$ cat src/rtl/memctrl_host_pkg.sv
// Shared types and constants for the MEMCTRL bus-side initiator.
package memctrl_host_pkg;

    typedef enum logic [2:0] {
        IDLE,
        WR_WAIT,
        WR_STB,
        RD_STB,
        RECOV,
        HOLD
    } state_e;

    // Strobe levels while no access is in flight
    localparam logic CE_IDLE  = 1'b0;
    localparam logic CSB_IDLE = 1'b1;
    localparam logic WEB_IDLE = 1'b1;
    localparam logic OEB_IDLE = 1'b1;

    localparam int unsigned RD_LAT_MIN = 1;
    localparam int unsigned RD_LAT_MAX = 2;

    function automatic bit rd_lat_legal(input int unsigned lat);
        return (lat >= RD_LAT_MIN) && (lat <= RD_LAT_MAX);
    endfunction

endpackage

$ cat src/rtl/memctrl_host.sv
// Burst command initiator for MEMCTRL: one strobe per beat, read capture,
// and back-off between beats while MEMCTRL runs BIST.
module memctrl_host
    import memctrl_host_pkg::*;
#(
    parameter int unsigned RD_LAT = 1,
    parameter int unsigned AW     = 16,
    parameter int unsigned DW     = 8
) (
    input  logic          CLK,
    input  logic          RST,
    input  logic          REQ_VALID,
    output logic          REQ_READY,
    input  logic          REQ_WE,
    input  logic [AW-1:0] REQ_ADDR,
    input  logic [7:0]    REQ_LEN,
    input  logic          WD_VALID,
    output logic          WD_READY,
    input  logic [DW-1:0] WD_DATA,
    output logic          RD_VALID,
    output logic [DW-1:0] RD_DATA,
    output logic          DONE,
    input  logic          BIST_BUSY,
    output logic          CE,
    output logic          CSB,
    output logic          WEB,
    output logic          OEB,
    output logic [AW-1:0] ADDR,
    output logic [DW-1:0] IDATA,
    input  logic [DW-1:0] ODATA
);

    localparam int unsigned LW       = 8;
    localparam int unsigned LAT_LAST = RD_LAT - 1;

    if (!rd_lat_legal(RD_LAT)) begin : g_rd_lat_check
        $error("memctrl_host: RD_LAT must be 1 or 2");
    end

    state_e        state_q, state_d;
    logic [AW-1:0] addr_q;
    logic [DW-1:0] idata_q, rd_data_q;
    logic [LW-1:0] len_q, beat_q;
    logic          we_q;
    logic          lat_q;
    logic          ce_q, csb_q, web_q, oeb_q;
    logic          ce_d, csb_d, web_d, oeb_d;
    logic          rdy_q, rdy_d, wd_ready_q, wd_ready_d;
    logic          done_q, done_d, rd_valid_q, rd_valid_d;
    logic          req_hs, wd_hs, recov_end, last_beat;

    // Ready drops combinationally with BIST so no command slips in during BIST
    assign REQ_READY = rdy_q & ~BIST_BUSY;
    assign req_hs    = REQ_VALID & REQ_READY;
    assign wd_hs     = WD_VALID & wd_ready_q;
    assign recov_end = (state_q == RECOV) && (we_q || (lat_q == 1'(LAT_LAST)));
    assign last_beat = (beat_q == len_q);

    always_ff @(posedge CLK) begin
        if (RST) state_q <= IDLE;
        else     state_q <= state_d;
    end

    // Next state, then registered output values derived from the next state
    always_comb begin
        state_d    = state_q;
        ce_d       = CE_IDLE;
        csb_d      = CSB_IDLE;
        web_d      = WEB_IDLE;
        oeb_d      = OEB_IDLE;
        rdy_d      = 1'b0;
        wd_ready_d = 1'b0;
        done_d     = recov_end && last_beat;
        rd_valid_d = recov_end && !we_q;

        case (state_q)
            IDLE:    if (req_hs) state_d = REQ_WE ? WR_WAIT : RD_STB;
            WR_WAIT: if (wd_hs) state_d = WR_STB;
            WR_STB:  state_d = RECOV;
            RD_STB:  state_d = RECOV;
            RECOV: begin
                if (recov_end) begin
                    if (last_beat)      state_d = IDLE;
                    else if (BIST_BUSY) state_d = HOLD;
                    else                state_d = we_q ? WR_WAIT : RD_STB;
                end
            end
            HOLD:    if (!BIST_BUSY) state_d = we_q ? WR_WAIT : RD_STB;
            default: state_d = IDLE;
        endcase

        case (state_d)
            WR_STB: begin
                ce_d  = 1'b1;
                csb_d = 1'b0;
                web_d = 1'b0;
            end
            RD_STB: begin
                ce_d  = 1'b1;
                csb_d = 1'b0;
                oeb_d = 1'b0;
            end
            RECOV:   oeb_d = we_q ? OEB_IDLE : 1'b0;
            WR_WAIT: wd_ready_d = 1'b1;
            // Not ready in the DONE cycle (first IDLE cycle after a burst)
            IDLE:    rdy_d = (state_q == IDLE);
            default: ;
        endcase
    end

    always_ff @(posedge CLK) begin
        if (RST) begin
            ce_q       <= CE_IDLE;
            csb_q      <= CSB_IDLE;
            web_q      <= WEB_IDLE;
            oeb_q      <= OEB_IDLE;
            rdy_q      <= 1'b0;
            wd_ready_q <= 1'b0;
            done_q     <= 1'b0;
            rd_valid_q <= 1'b0;
        end else begin
            ce_q       <= ce_d;
            csb_q      <= csb_d;
            web_q      <= web_d;
            oeb_q      <= oeb_d;
            rdy_q      <= rdy_d;
            wd_ready_q <= wd_ready_d;
            done_q     <= done_d;
            rd_valid_q <= rd_valid_d;
        end
    end

    // Burst bookkeeping: address, beat count, recovery latency, data capture
    always_ff @(posedge CLK) begin
        if (RST) begin
            addr_q    <= '0;
            idata_q   <= '0;
            rd_data_q <= '0;
            len_q     <= '0;
            beat_q    <= '0;
            we_q      <= 1'b0;
            lat_q     <= 1'b0;
        end else begin
            if (state_q == IDLE && req_hs) begin
                addr_q <= REQ_ADDR;
                len_q  <= REQ_LEN;
                we_q   <= REQ_WE;
                beat_q <= '0;
            end
            if (wd_hs) idata_q <= WD_DATA;
            if (state_q == RD_STB || state_q == WR_STB) lat_q <= 1'b0;
            else if (state_q == RECOV)                  lat_q <= lat_q + 1'b1;
            if (recov_end && !last_beat) begin
                addr_q <= addr_q + AW'(1);
                beat_q <= beat_q + LW'(1);
            end
            if (recov_end && !we_q) rd_data_q <= ODATA;
        end
    end

    assign CE       = ce_q;
    assign CSB      = csb_q;
    assign WEB      = web_q;
    assign OEB      = oeb_q;
    assign ADDR     = addr_q;
    assign IDATA    = idata_q;
    assign RD_DATA  = rd_data_q;
    assign RD_VALID = rd_valid_q;
    assign DONE     = done_q;
    assign WD_READY = wd_ready_q;

endmodule

$ cat config.mk
export PLATFORM = sky130hd
export DESIGN_NAME = memctrl_host
export DESIGN_NICKNAME = d
export VERILOG_FILES = /design/src/rtl/memctrl_host_pkg.sv /design/src/rtl/memctrl_host.sv
export SDC_FILE = /design/constraint.sdc
export NUM_CORES = 1
export LEC_CHECK = 0
export CAP_MARGIN = 10
export CORE_MARGIN = 4
export CORE_UTILIZATION = 45
export DETAILED_ROUTE_END_ITERATION = 6
export PLACE_DENSITY = 0.77
export SYNTH_ARGS = -nofsm -noshare
export SYNTH_HDL_FRONTEND = slang
export SYNTH_SLANG_ARGS = --single-unit
$ cat constraint.sdc
create_clock -name CLK -period 1.92 [get_ports CLK]
set_input_delay 0.384 -clock CLK [delete_from_list [all_inputs] [get_ports CLK]]
set_output_delay 0.384 -clock CLK [all_outputs]
set_load 0.01 [all_outputs]
Word level (Yosys, flattened, before mapping)
Cells that the tools add are included.
- flip-flop bits (word level): 61
- input bits: 46
- output and inout port bits: 40
- logic and storage cells: 70
- add/sub/neg operators: 3
- equality and inequality tests: 10
- muxes and demuxes: 19
- bitwise gates (word level): 6
- reductions and logical operators: 16
- operator list (operator ; number):
    2-to-1 mux 16 bit ; 2
    2-to-1 mux 3 bit ; 6
    adder 16 x 1 -> 16 bit, second input constant ; 1
    2-to-1 mux 8 bit ; 2
    case mux 3 bit (5 select lines) ; 1
    equality test 3 x 2 -> 1 bit, second input constant ; 4
    equality test 3 bit, second input constant ; 3
    adder 8 x 1 -> 8 bit, second input constant ; 1
    equality test 8 bit ; 1
    OR reduction 2 bit ; 4
    equality test 3 x 1 -> 1 bit, second input constant ; 2
    zero test 3 bit ; 2
    logical AND 1 bit ; 5
    2-to-1 mux 1 bit ; 5
    2-to-1 mux 2 bit ; 2
    bitwise AND 1 bit ; 3
    NOT 1 bit ; 3
    zero test 1 bit ; 2
    logical OR 1 bit ; 2
    case mux 1 bit (2 select lines) ; 1
    nonzero test 2 bit ; 1
    adder 1 bit, second input constant ; 1

Depth between registers and ports, before layout
Gate-level depths: netlist (run 1).
- depth after elaboration: 8
- mapped depth: 9
- gate-level depth less buffers: 6

Least setup slack after synthesis (run 1)
No wires, ideal clock.
- kind: reg2reg
- start point: register state_q[2]
- end point: register addr_q[11], in the netlist ADDR[11]
- library setup time: 0.074 ns
- arrival time: 1.701 ns
- required time: 1.846 ns
- setup slack: 0.145 ns
- stages on the path, launching flop included: 9
- buffers on the path: 3
- clock period less this slack: 1.775 ns
- path through: dfxtp_1 > buf_4 > nor3b_2 > and2_1 > buf_4 > o21ai_2 > buf_6 > or4_1 > a31oi_1
- cells in the longest elaborated chain, start to end: 4
- RTL lines (element ; RTL line ; source):
    start, declared ; memctrl_host.sv:40 ; state_e state_q, state_d;
    start signal, assigned ; memctrl_host.sv:61 ; else state_q <= state_d;
    equality test 3 bit ; memctrl_host.sv:56 ; assign recov_end = (state_q == RECOV) && (we_q || (lat_q == 1'(LAT_LAST)));
    logical AND 1 bit ; memctrl_host.sv:56 ;
    logical AND 1 bit ; memctrl_host.sv:153 ; if (recov_end && !last_beat) begin
    2-to-1 mux 16 bit / nonzero test 2 bit (equally long branches) ; - ;
    end signal, assigned ; memctrl_host.sv:154 ; addr_q <= addr_q + AW'(1);
    end, declared ; memctrl_host.sv:41 ; logic [AW-1:0] addr_q;
Several ways; a longest one is shown, not always the timed one.
A chain may end at the register's enable or synchronous reset.

Worst setup path in the final report (run 1)
- start point: register addr_q[5], in the netlist ADDR[5]
- end point: register addr_q[13], in the netlist ADDR[13]
- cells in the longest elaborated chain, start to end: 2
- RTL lines (element ; RTL line):
    adder 16 x 1 -> 16 bit ; memctrl_host.sv:154
    2-to-1 mux 16 bit ; memctrl_host.sv:153
Every way passes these cells.

==> metrics.yaml, run 1 <==
grt:
  grt_max_degree: 30
  gr-usage-all-layers_pct: 21.3
  grt_pass1_wl_um: 13000
  grt_pass1_vias: 2794
  antenna_found_initial: 0
  globalRouteOverflowTotal: 0
synth:
  syn-cell-area_um2: 2900
  syn_avg_cell_area_um2: 8.12
  synthArstFlopShare_pct: 0
  syn_inst: 357
  synth_warnings: 0
  ys_types: 49
  ys_ff_latch: 61
  synth_edf_count: 0
  seq_area_frac_synth_pct: 42.1
  synth_top_area_cell: "dfxtp_1"
  synth_top_area_share_pct: 42.1
  synthTopCellsByArea: "dfxtp_1 (42%), nand2_1 (7.3%), a21oi_1 (6.6%)"
  ys.flop_type: "dfxtp_1"
  synth_nets: 405
layout:
  final_nets: 515
  final_cells: 547
  layout-drive-gt1-share_pct: 13.6
  diodes: 0
  fill_cells: 518
  final_cell_mix: "clkdlybuf4s50_1 (83), dfxtp_1 (60), nand2_1 (56), a21oi_1 (38), nand3_1 (35)"
  area_growth_pct: 46.5
  mostFrequentLayoutCell: "clkdlybuf4s50_1"
floorplan:
  io_pins: 86
  num_rows: 28
  die_y_um: 88.2
  fp.dieArea_um2: 7790
  core_area_um2: 6100
  die_x_um: 88.2
  start_util_pct: 47.5
run:
  timing.max_cap.violations: 0
critical_path:
  critical_path_class: "reg2reg"
  start_kind: "flop"
  crit_required_ns: 2.15
  reg2reg_depth: 5
  regToRegSetupSlack_ns: 0.10
  arrival_ns: 2.05
  r2r_start: "ADDR[5]$_SDFFE_PP0P_"
  critPathCaptureType: "flop"
  rr_endpoint: "ADDR[13]$_SDFFE_PP0P_"
  cp_max_fo: 6
placed_design:
  hpwl_um: 5930
  place_congestion: 0.871
  pre_cts_slack_ns: -0.218
  numPortBuffers: 85
  place_inst: 531
routing:
  met3WireLength_um: 893
  viasPerCell: 5.61
  antenna_left: 0
  top_layer: "met4"
  drc: 0
  wl_met2_um: 3690
  vias: 3067
  firstDrtPassIters: 4
  wl_per_cell_um: 14.8
  dr.first_iter.drc_count: 148
  drt_wl_total_um: 8100
  drt-met1-wl_um: 3390
power:
  p_total_w: 0.00303
  p_seq_share_pct: 45.0
  power_frac_comb_pct: 17.3
  switching_share_pct: 26.4
  net-switching-power_w: 0.000800
  power_density_nw_per_um2: 714
  p_leak_nw: 1.48
  irDropWorstVdd_mv: 0.543
  clkPwrFrac_pct: 37.6
  cellInternalPower_w: 0.00223
sta:
  skew_ns: 0.00740
  layout_setup_ws_ns: 0.101
  worst_slew_pin_slew_ns: 0.721
  finalCriticalPeriod_ns: 1.82
  min_period_over_period_pct: 94.8
  hold_slack_ns: 0.395
  relSlewSlack_pct: 51.9
  hold_viol: 0
  finalSetupViolCount: 0
  rsz0062_at_grt: "false"
  final_max_slew_viol_count: 0
  max_freq_ghz: 0.550
clock_tree:
  root_buffer: "clkbuf_8"
  clkTransAtPathRegs_ns: 0.07
  clkSinkCount: 61
  cts.path.max_buffers: 2
  clk_latency_ns: 0.34
  cts_tree: "done"
  htree_levels: 3
  cts.hold.buffers_added: 0
  cts_inserted_buffers: 9
worst_hold_path:
  min_to: "ADDR[9]$_SDFFE_PP0P_"
  min_from: "RST"
  min_path_type: "in2reg"
  hold_path_depth: 2
run_status:
  status: "complete, no violations"
-- worst max path at each step --
stage	depth (start not counted)	to	slack (ns)	startpoint
finish	5	ADDR[13]$_SDFFE_PP0P_	0.10	ADDR[5]$_SDFFE_PP0P_
global placement	7	OEB$_SDFF_PP1_	-0.14	BIST_BUSY
detailed placement	7	ADDR[8]$_SDFFE_PP0P_	-0.22	BIST_BUSY
CTS	1	WD_READY	0.02	WD_READY$_SDFF_PP0_
floorplan	8	ADDR[11]$_SDFFE_PP0P_	0.14	state_q[2]$_SDFF_PP0_
global route	6	ADDR[11]$_SDFFE_PP0P_	0.0003	beat_q[1]$_SDFFE_PP0P_
-- Yosys cell counts, drive strengths merged (6+ instances only) --
cell type	number
or4	7
a31oi	14
nand2	56
a21oi	38
o21ai	9
nand3	35
nor2	14
clkbuf	16
or3	6
and3	8
nor3	7
buf	7
nand4	8
xnor2	9
dfxtp	61
a22o	6
-- state kept, by name, indices dropped and copies added, names as in the netlist --
name,cells
DONE,1
WD_READY,1
CSB,1
lat_q,1
RD_DATA,8
WEB,1
CE,1
we_q,1
state_q,3
IDATA,8
OEB,1
rdy_q,1
RD_VALID,1
beat_q,8
ADDR,16
len_q,8
-- worst max-delay path, stage by stage, from the launching register on --
cell     delay (ns)
dfxtp_1        0.41
nand4_1        0.24
or4_1          0.61
and3_1         0.20
o21ai_0        0.16
a21oi_1        0.08
-- layout make-up --
| type | count | area [µm²] | share of cell area (%) |
|---|---|---|---|
| clock buffer | 10 | 138 | 3.24 |
| clock inverter | 6 | 62.6 | 1.47 |
| inverter | 4 | 15.0 | 0.354 |
| multi-input combinational | 269 | 1560 | 36.6 |
| sequential | 61 | 1220 | 28.8 |
| tap | 75 | 93.8 | 2.21 |
| timing repair buffer | 122 | 1160 | 27.3 |
-- cells by family after synthesis --
kind of cell	after synthesis	synth area share, %
compound gates	89	19.8
xor+xnor	10	3.02
fa+ha+maj	2	0.863
buf+inv	27	4.19
flops	61	42.1
mux	2	0.734
simple gates	166	29.3
-- layer usage --
| metal | GRT usage (%) | vias up |
|---|---|---|
| met5 | 0 | - |
| met4 | 10.0 | 0 |
| met3 | 6.98 | 12 |
| met2 | 33.8 | 137 |
| met1 | 26.2 | 1381 |
| li1 | - | 1537 |
-- power groups by stage --
stage	Combinational (W)	Sequential (W)	Clock (W)
2_1_floorplan	0.000202	0.00141	0
3_5_place_dp	0.000524	0.00139	0
5_1_grt	0.000568	0.00137	0.00123
4_1_cts	0.000525	0.00136	0.00117
3_3_place_gp	0.000514	0.00139	0
6_report	0.000526	0.00137	0.00114
-- timing repair --
| item | in CTS | in global routing |
|---|---|---|
| endpoints found under the setup margin | 1 | 1 |
| resized for setup | 1 | 1 |
| buffers inserted | 0 | 0 |
| pin swaps | 0 | 0 |
-- metrics by stage --
| step | setup TNS, ns | area, µm² | util [%] |
|---|---|---|---|
| 3_5_place_dp | -3.80 | 4050 | 66.4 |
| 4_1_cts | 0 | 4250 | 69.6 |
| 6_report | 0 | 4250 | 69.7 |
| 2_1_floorplan | 0 | 2900 | - |
| 3_3_place_gp | -2.46 | 4050 | 66.4 |
| 5_1_grt | 0 | 4250 | 69.7 |
(Power assumes the default switching activity.)
==> run 2: changes to the inputs <==
Settings changed: CORE_MARGIN 4 to 2.
==> metrics.yaml, run 2 (same netlist as run 1, synthesis figures left out) <==
run_status:
  status: "complete, no violations"
layout:
  final_area_um2: 4260
  final_cells: 547
  post-route-util_pct: 67.8
  layout-drive-gt1-share_pct: 14.0
  largest_reg_flops: 16
  final_nets: 513
  diodes: 0
  mostFrequentLayoutCell: "clkdlybuf4s50_1"
  area_growth_pct: 46.9
  final_cell_mix: "clkdlybuf4s50_1 (83), dfxtp_1 (59), nand2_1 (56), a21oi_1 (38), nand3_1 (35)"
placed_design:
  place_inst: 531
  place_area_um2: 4010
  hpwl_um: 5590
  place_congestion: 0.912
  numPortBuffers: 85
floorplan:
  start_util_pct: 46.2
  io_pins: 86
  num_rows: 29
  die_y_um: 84.2
  die_x_um: 84.2
  fp.dieArea_um2: 7100
  core_area_um2: 6280
routing:
  drc: 0
  vias: 3080
  firstDrtPassIters: 5
  antenna_left: 0
  drt_wl_total_um: 7940
  dr.first_iter.drc_count: 172
  viasPerCell: 5.63
  wl_per_cell_um: 14.5
power:
  clkPwrFrac_pct: 40.6
  cellInternalPower_w: 0.00233
  power_frac_comb_pct: 16.2
  power_density_nw_per_um2: 742
  switching_share_pct: 26.4
  p_leak_nw: 1.48
  p_seq_share_pct: 43.2
  irDropWorstVdd_mv: 0.582
  net-switching-power_w: 0.000833
grt:
  gr-usage-all-layers_pct: 22.8
  grt_max_degree: 24
  antenna_found_initial: 0
  globalRouteOverflowTotal: 0
  grt_pass1_vias: 2860
  grt_pass1_wl_um: 13200
worst_hold_path:
  min_path_type: "in2reg"
critical_path:
  cp_max_fo: 10
  max_stage_delay_ns: 0.60
  cp_slowest_cell: "clkdlybuf4s50_1"
  path_buf_inv: 1
  start_kind: "flop"
  critPathCaptureType: "output port"
  critical_path_class: "reg2out"
  crit_family: "buffers and inverters"
  arrival_ns: 1.45
  crit_required_ns: 1.54
  cp_cell_sequence: "clkdlybuf4s50_1"
clock_tree:
  clkTransAtPathRegs_ns: 0.08
  cts.path.max_buffers: 2
  clk_latency_ns: 0.35
  cts_tree: "done"
  htree_levels: 3
  clkSinkCount: 61
  cts.hold.buffers_added: 0
  root_buffer: "clkbuf_8"
  cts_inserted_buffers: 9
sta:
  worst_slew_pin_slew_ns: 0.419
  skew_ns: 0.00929
  hold_viol: 0
  final_max_slew_viol_count: 0
  finalSetupViolCount: 0
  max_freq_ghz: 0.545
  finalCriticalPeriod_ns: 1.83
  min_period_over_period_pct: 95.5
  relSlewSlack_pct: 72.0
  setup_tns_ns: 0
run:
  timing.max_cap.violations: 0
## run 2: through the flow
stage | worst slack [ns] | total power [W] | hold slack [ns]
floorplan | 0.145 | 0.00161 | 0.450
global placement | -0.267 | 0.00188 | 0.441
detailed placement | -0.267 | 0.00189 | 0.449
CTS | 0.0676 | 0.00317 | 0.414
global route | -0.0303 | 0.00330 | 0.449
finish | 0.0856 | 0.00316 | 0.419
## run 2: path summary, 6_finish.rpt
check	endpoint	cells past startpoint	startpoint	slack, ns
hold reg to reg	RD_DATA[6]$_SDFFE_PP0P_	2	RD_DATA[6]$_SDFFE_PP0P_	0.46
setup reg to reg	ADDR[4]$_SDFFE_PP0P_	8	state_q[2]$_SDFF_PP0_	0.12
setup / recovery	WD_READY	1	WD_READY$_SDFF_PP0_	0.09
hold / removal	state_q[1]$_SDFF_PP0_	2	RST	0.42
## run 2: cell type report
| cell class | count | area [µm²] |
|---|---|---|
| clock buffer | 9 | 124 |
| clock inverter | 7 | 98.8 |
| fill | 531 | 2020 |
| inverter | 4 | 15.0 |
| multi-input combinational | 269 | 1580 |
| sequential | 61 | 1220 |
| tap | 77 | 96.3 |
| timing repair buffer | 120 | 1120 |
## run 2: power by group through the flow
| stage | Combinational [W] | Sequential (W) | Clock [W] |
|---|---|---|---|
| 3_3_place_gp | 0.000493 | 0.00139 | 0 |
| 3_5_place_dp | 0.000499 | 0.00139 | 0 |
| 4_1_cts | 0.000501 | 0.00136 | 0.00131 |
| 2_1_floorplan | 0.000202 | 0.00141 | 0 |
| 5_1_grt | 0.000553 | 0.00137 | 0.00137 |
| 6_report | 0.000511 | 0.00137 | 0.00128 |
## run 2: routing by layer
| layer | routed length, µm | share of wire (%) | vias up | global-route usage (%) |
|---|---|---|---|---|
| li1 | - | - | 1528 | - |
| met1 | 3520 | 44 | 1420 | 29.5 |
| met2 | 3750 | 47 | 121 | 36.3 |
| met3 | 543 | 6.8 | 11 | 5.90 |
| met4 | 132 | 1.7 | 0 | 9.38 |
| met5 | 0 | 0 | - | 0 |
## run 2: what timing repair did
item | CTS | global route
gates resized for setup | 1 | 7
setup buffers | 0 | 0
setup endpoints to repair | 1 | 18
pin swaps | 0 | 1
